===== src/rtl/fetch_unit_if.sv =====
// Fetch-stage bundle: ROM address/data, downstream control and the IF/ID register.
// Latency: none, wiring only.
// Backpressure: stall and branch_taken flow from consumer (slave) to fetch (master).
interface fetch_unit_if #(
  parameter int BUS_SIZE = 32,
  parameter int DIR_SIZE = 32
);
  // ROM side
  logic [DIR_SIZE-1:0] dir;
  logic [BUS_SIZE-1:0] opCode;
  // Downstream control
  logic                stall;
  logic                branch_taken;
  logic [DIR_SIZE-1:0] branch_target;
  // IF/ID pipeline register and debug counter
  logic [BUS_SIZE-1:0] if_opCode;
  logic [DIR_SIZE-1:0] if_pc;
  logic                if_valid;
  logic [31:0]         fetch_count;

  // Fetch unit view
  modport master (
    output dir,
    input  opCode,
    input  stall,
    input  branch_taken,
    input  branch_target,
    output if_opCode,
    output if_pc,
    output if_valid,
    output fetch_count
  );

  // ROM / decoder / execute view
  modport slave (
    input  dir,
    output opCode,
    output stall,
    output branch_taken,
    output branch_target,
    input  if_opCode,
    input  if_pc,
    input  if_valid,
    input  fetch_count
  );
endinterface


===== src/rtl/fetch_unit.sv =====
// Instruction fetch: drives ROM address from PC, loads IF/ID, folds J locally, accepts BEQ redirects.
// Latency: one cycle from dir to IF/ID; one BOOT cycle after reset release before the first fetch.
// Backpressure: stall freezes PC, IF/ID and counter; a taken branch overrides stall and flushes IF/ID.
module fetch_unit #(
  parameter int BUS_SIZE  = 32,
  parameter int DIR_SIZE  = 32,
  parameter int MEM_DEPTH = 256,
  parameter int RESET_PC  = 0
) (
  input  logic        clk,
  input  logic        rst_n,
  fetch_unit_if.master bus
);

  // PC lives in the low log2(MEM_DEPTH) bits; everything above is forced to zero.
  localparam logic [DIR_SIZE-1:0] PC_MASK = DIR_SIZE'(MEM_DEPTH - 1);
  localparam logic [DIR_SIZE-1:0] PC_RST  = DIR_SIZE'(RESET_PC) & PC_MASK;
  localparam logic [DIR_SIZE-1:0] ONE     = DIR_SIZE'(1);
  localparam logic [5:0]          OP_J    = 6'b000010;

  typedef enum logic {
    BOOT = 1'b0,
    RUN  = 1'b1
  } state_t;

  state_t              state_q;
  logic [DIR_SIZE-1:0] pc_q;
  logic [BUS_SIZE-1:0] if_opcode_q;
  logic [DIR_SIZE-1:0] if_pc_q;
  logic                if_valid_q;
  logic [31:0]         fetch_count_q;

  // Candidate next-PC values; all derived from registered PC plus inputs, never fed back to dir.
  logic                is_jump_d;
  logic [DIR_SIZE-1:0] jump_off_d;
  logic [DIR_SIZE-1:0] pc_seq_d;
  logic [DIR_SIZE-1:0] pc_jmp_d;
  logic [DIR_SIZE-1:0] pc_br_d;

  // Decode only J here; its 26-bit offset is relative to the word after the jump.
  always_comb begin
    is_jump_d  = (bus.opCode[BUS_SIZE-1 -: 6] == OP_J);
    jump_off_d = {{(DIR_SIZE-26){bus.opCode[25]}}, bus.opCode[25:0]};
    pc_seq_d   = (pc_q + ONE) & PC_MASK;
    pc_jmp_d   = (pc_q + ONE + jump_off_d) & PC_MASK;
    pc_br_d    = bus.branch_target & PC_MASK;
  end

  // Single state machine owning PC, IF/ID and the delivery counter; priority branch > stall > jump > sequential.
  always_ff @(posedge clk or negedge rst_n) begin
    if (!rst_n) begin
      state_q       <= BOOT;
      pc_q          <= PC_RST;
      if_opcode_q   <= '0;
      if_pc_q       <= '0;
      if_valid_q    <= 1'b0;
      fetch_count_q <= '0;
    end else begin
      case (state_q)
        BOOT: begin
          // One settling cycle: ROM address is presented but nothing is captured yet.
          state_q <= RUN;
        end
        RUN: begin
          if (bus.branch_taken) begin
            // Redirect wins even over stall: the wrong-path fetch must not survive.
            pc_q        <= pc_br_d;
            if_opcode_q <= '0;
            if_pc_q     <= '0;
            if_valid_q  <= 1'b0;
          end else if (bus.stall) begin
            // Hold everything; registers keep their values.
            pc_q <= pc_q;
          end else if (is_jump_d) begin
            // Jump consumed in fetch: bubble into IF/ID, the fall-through word is skipped.
            pc_q        <= pc_jmp_d;
            if_opcode_q <= '0;
            if_valid_q  <= 1'b0;
          end else begin
            pc_q          <= pc_seq_d;
            if_opcode_q   <= bus.opCode;
            if_pc_q       <= pc_q;
            if_valid_q    <= 1'b1;
            fetch_count_q <= fetch_count_q + 32'd1;
          end
        end
        default: state_q <= BOOT;
      endcase
    end
  end

  // Outputs come straight from registers; dir is stable for the whole cycle.
  assign bus.dir         = pc_q;
  assign bus.if_opCode   = if_opcode_q;
  assign bus.if_pc       = if_pc_q;
  assign bus.if_valid    = if_valid_q;
  assign bus.fetch_count = fetch_count_q;

endmodule


===== src/flat_wrapper.sv =====
// flat-port wrapper written by rule: the top's interface ports become plain ports
module fetch_unit_flat 
#(
  parameter int BUS_SIZE  = 32,
  parameter int DIR_SIZE  = 32,
  parameter int MEM_DEPTH = 256,
  parameter int RESET_PC  = 0
)
  (clk, rst_n, bus_dir, bus_opCode, bus_stall, bus_branch_taken, bus_branch_target, bus_if_opCode, bus_if_pc, bus_if_valid, bus_fetch_count);
  fetch_unit_if #(.BUS_SIZE(BUS_SIZE), .DIR_SIZE(DIR_SIZE)) bus_i ();
  input  logic clk;
  input  logic rst_n;
  output wire logic [$bits(bus_i.dir)-1:0] bus_dir;
  input wire logic [$bits(bus_i.opCode)-1:0] bus_opCode;
  input wire logic [$bits(bus_i.stall)-1:0] bus_stall;
  input wire logic [$bits(bus_i.branch_taken)-1:0] bus_branch_taken;
  input wire logic [$bits(bus_i.branch_target)-1:0] bus_branch_target;
  output wire logic [$bits(bus_i.if_opCode)-1:0] bus_if_opCode;
  output wire logic [$bits(bus_i.if_pc)-1:0] bus_if_pc;
  output wire logic [$bits(bus_i.if_valid)-1:0] bus_if_valid;
  output wire logic [$bits(bus_i.fetch_count)-1:0] bus_fetch_count;
  assign bus_dir = bus_i.dir;
  assign bus_i.opCode = bus_opCode;
  assign bus_i.stall = bus_stall;
  assign bus_i.branch_taken = bus_branch_taken;
  assign bus_i.branch_target = bus_branch_target;
  assign bus_if_opCode = bus_i.if_opCode;
  assign bus_if_pc = bus_i.if_pc;
  assign bus_if_valid = bus_i.if_valid;
  assign bus_fetch_count = bus_i.fetch_count;
  fetch_unit #(.BUS_SIZE(BUS_SIZE), .DIR_SIZE(DIR_SIZE), .MEM_DEPTH(MEM_DEPTH), .RESET_PC(RESET_PC)) u_core (.clk(clk), .rst_n(rst_n), .bus(bus_i));
endmodule

===== config.mk =====
export PLATFORM = sky130hd
export DESIGN_NAME = fetch_unit_flat
export DESIGN_NICKNAME = d
export VERILOG_FILES = /design/src/rtl/fetch_unit_if.sv /design/src/rtl/fetch_unit.sv /design/src/flat_wrapper.sv
export SDC_FILE = /design/constraint.sdc
export NUM_CORES = 1
export LEC_CHECK = 0
export CAP_MARGIN = 20
export CORE_MARGIN = 8
export CORE_UTILIZATION = 30
export CTS_CLUSTER_SIZE = 10
export DETAILED_ROUTE_END_ITERATION = 7
export PLACE_DENSITY = 0.68
export SYNTH_ARGS = -nofsm -noshare
export SYNTH_HDL_FRONTEND = slang
export SYNTH_SLANG_ARGS = --single-unit
export TNS_END_PERCENT = 50

===== constraint.sdc =====
create_clock -name clk -period 3.4 [get_ports clk]
set_clock_uncertainty 0.05 [all_clocks]
set_input_delay 0.34 -clock clk [delete_from_list [all_inputs] [get_ports clk]]
set_output_delay 0.34 -clock clk [all_outputs]
set_load 0.05 [all_outputs]

==> impl_results.md <==
* Critical path depth at 7
* Buffers & Inverters on Critical Path at 0
* F_max at 405 MHz
* Vias in the first global route at between 3000 and 4000
* Die Span Y at approximately 130 um
* Synthesized cell area at 0.00422 mm2
* Commonest cells after routing, fill and taps aside: 123 x clkdlybuf4s50_1, 82 x dfrtp_1, 49 x conb_1, 39 x a22o_1, 30 x xnor2_1
* RSZ-0062 raised after global routing: no
* Initial antenna violation count at 0
* Hold-critical path depth at 1
* First-pass GRT wire length at between 15000 and 20000 um
* Worst setup SP type: register
* Reg2reg start: u_core.bus.dir[0]$_DFFE_PN0P_
* Post-layout util at 42.5%
* TritonCTS clock tree: yes
* Final setup viols at 0
* Yosys top cell area share at between 40% and 50%
* Leakage at ~2.6 nW
* CP arrival at roughly 2.6 ns
* Final Slew Violations at 0
* Largest net degree at the start of global routing at between 80 and 90
* Layout fillers at about 1300
* Global route total overflow at 0
* Antenna Cells at 0
* Area of the multi-input gates at 0.00191 mm2
* Total global-route track usage at roughly 13%
* Final setup margin at 0.933 ns
* Headroom to the max-slew limit at 48.7%
* Worst-Skew Late Latency at ~0.34 ns
* Worst r2r path cells at 7
* Reg area at around 0.002 mm2
* Die width at about 130 um
* Share of layout cells above drive strength 1 at between 6 and 7%
* Dominant cell type by area after synthesis: dfrtp_1
* Die ar. at ~0.018 mm2
* #FFs+latches synth at slightly above 80
* CTS H-Tree Depth at 3
* Clock transition at path regs at 0.06 ns
* Register area share after synthesis at 48.7%
* Top FF cell, synth: dfrtp_1
* Crit-path slowest cell: fa_1
* CP top delay family: adder cells
* Total power at around 3.5 mW
* Status: finished clean
* Worst Path Required at 3.57 ns
* Maximum clock path buffer count at 2
* Total negative slack at 0 ns
* Final non-filler cell total at 694
* Worst Hold Launch: u_core.bus.fetch_count[31]$_DFFE_PN0P_
* Maximum VDD drop at 0.311 mV
* Share of synthesized flip-flops with an asynchronous set or reset at 100%
* Number of port buffers at between 100 and 150
* CP max FO at 7
* DRT Wirelength at 11600 um
* Worst-margin pin slew at around 0.76 ns
* Class of the worst hold path: reg2reg
* Clock Sinks at between 80 and 90
* Area Growth Syn to Fin at 39.4%
* Top cells by area, synth: dfrtp_1 49%, buf_4 8.7%, a22o_1 8.1%
* Netlist cell types at 45
* Endpoints failing hold at 0
* Standard-cell rows at 43
* HPWL after DPL at 8660 um
* Setup crit end kind: register
* Crit Path Category: reg2reg
* Power per standard cell area at approximately 590 mW/mm2
* Detail Route Antenna Nets at 0
* Yosys warns at 0
* Cts bufs inserted at 9
* Pre-CTS setup slack at between 0.7 and 0.8 ns
* Tcrit/Tclk final at around 73%
* Critical Path Source: u_core.bus.dir[0]$_DFFE_PN0P_
* CP cell instances: ha_1 -> fa_1 -> a211oi_1 -> o21bai_1 -> a21oi_1 -> mux2i_1 -> o21ai_0
* Maxcap violations at 0
* Initial DRC count at roughly 200
* Syn Inst Count at 380
* Initial core utilization at 30.5%
* DRC errors left at 0
* Largest stage delay, worst path at between 0.4 and 0.5 ns
* I/O Pins at just under 200
* Vias at roughly 3300
* Final min period at 2.47 ns
* Vias per cell at about 4.7
* EDFF count, synth at 0
* Placer Congestion at approximately 0.79
* Core Region at 0.0138 mm2
* Pre-Repair DR Iteration Count at 4
* DR WL/cell at 16.7 um
* DP Cell Count at approximately 680
* Layout Nets at 588
* Clock root buffer: clkbuf_16
* Avg Cell Area, Syn at about 11 um2
* Leading cell type in the layout, fill and taps excluded: clkdlybuf4s50_1
## worst paths after layout
check                                                          to  slack (ns)
max reg2reg                         u_core.bus.dir[6]$_DFFE_PN0P_        0.93
min reg2reg                u_core.bus.fetch_count[31]$_DFFE_PN0P_        0.42
min in group asynchronous  u_core.bus.fetch_count[19]$_DFFE_PN0P_        0.45
min                        u_core.bus.fetch_count[31]$_DFFE_PN0P_        0.42
max                                 u_core.bus.dir[6]$_DFFE_PN0P_        0.93
max in group asynchronous    u_core.bus.if_opCode[13]$_DFFE_PN0P_        2.26
## through the flow
step                hold WS [ns]  area (um2)
floorplan               -0.00559        4390
global placement           0.413        5490
detailed placement         0.416        5490
CTS                        0.176        5840
global route               0.441        5880
finish                     0.418        5880
## layer usage
| metal | wire [um] | track usage (%) | vias up |
|---|---|---|---|
| met2 | 5560 | 21.1 | 129 |
| met4 | 150 | 3.43 | 0 |
| met5 | 0 | 0 | - |
| met3 | 984 | 5.16 | 10 |
| met1 | 4890 | 15.2 | 1621 |
| li1 | - | - | 1532 |
## cells in the mapped netlist, types with 4 or more instances
library cell	count
nand2_1	24
xor2_1	11
nand4_1	9
clkbuf_1	8
ha_1	10
o21ai_0	15
buf_4	49
dfrtp_1	82
nand3_1	19
mux2_2	4
a21oi_1	6
xnor2_1	30
a22o_1	39
nor2_1	11
a211oi_1	4
inv_1	4
and3_1	7
## sequential cells by signal (all words and copies together) (netlist names)
| register | flops |
|---|---|
| u_core.bus.fetch_count | 32 |
| u_core.bus.if_valid | 1 |
| u_core.bus.if_opCode | 32 |
| u_core.bus.if_pc | 8 |
| u_core.bus.dir | 8 |
| u_core.state_q | 1 |
## power breakdown
part	leakage (nW)	switching, mW	internal, mW
Combinational	1.33	0.735	0.394
Clock	0.176	0.390	0.755
Sequential	1.09	0.114	1.07
## cells by family after synthesis
kind of cell,synth area share [%]
buffers and inverters,10.4
AND/OR/NAND/NOR,12.1
multiplexers,1.54
XOR/XNOR,8.52
other,0.178
AO/OA/AOI/OAI,15.1
flip-flops,48.7
adder cells (fa/ha/maj),3.44
## worst reg2reg max path: cells and delay by family (launching register included)
kind	cells	cell delay, ns
compound gates	4	0.80
fa+ha+maj	2	0.84
flops	1	0.45
mux	1	0.19
## layout make-up
| cell class | instances | area share, % |
|---|---|---|
| repair buffers | 132 | 22.5 |
| flip-flops and latches | 82 | 34.9 |
| inverters | 4 | 0.255 |
| well taps | 180 | 3.83 |
| multi-input cells | 280 | 32.5 |
| clock buffers | 11 | 4.30 |
| clock inverters | 5 | 1.70 |
## what timing repair did
action	in CTS	in global routing
setup buffers	0	0
gates resized for setup	0	0
hold buffers	0	1
endpoints found under the hold margin	0	34
(Power assumes the default switching activity.)
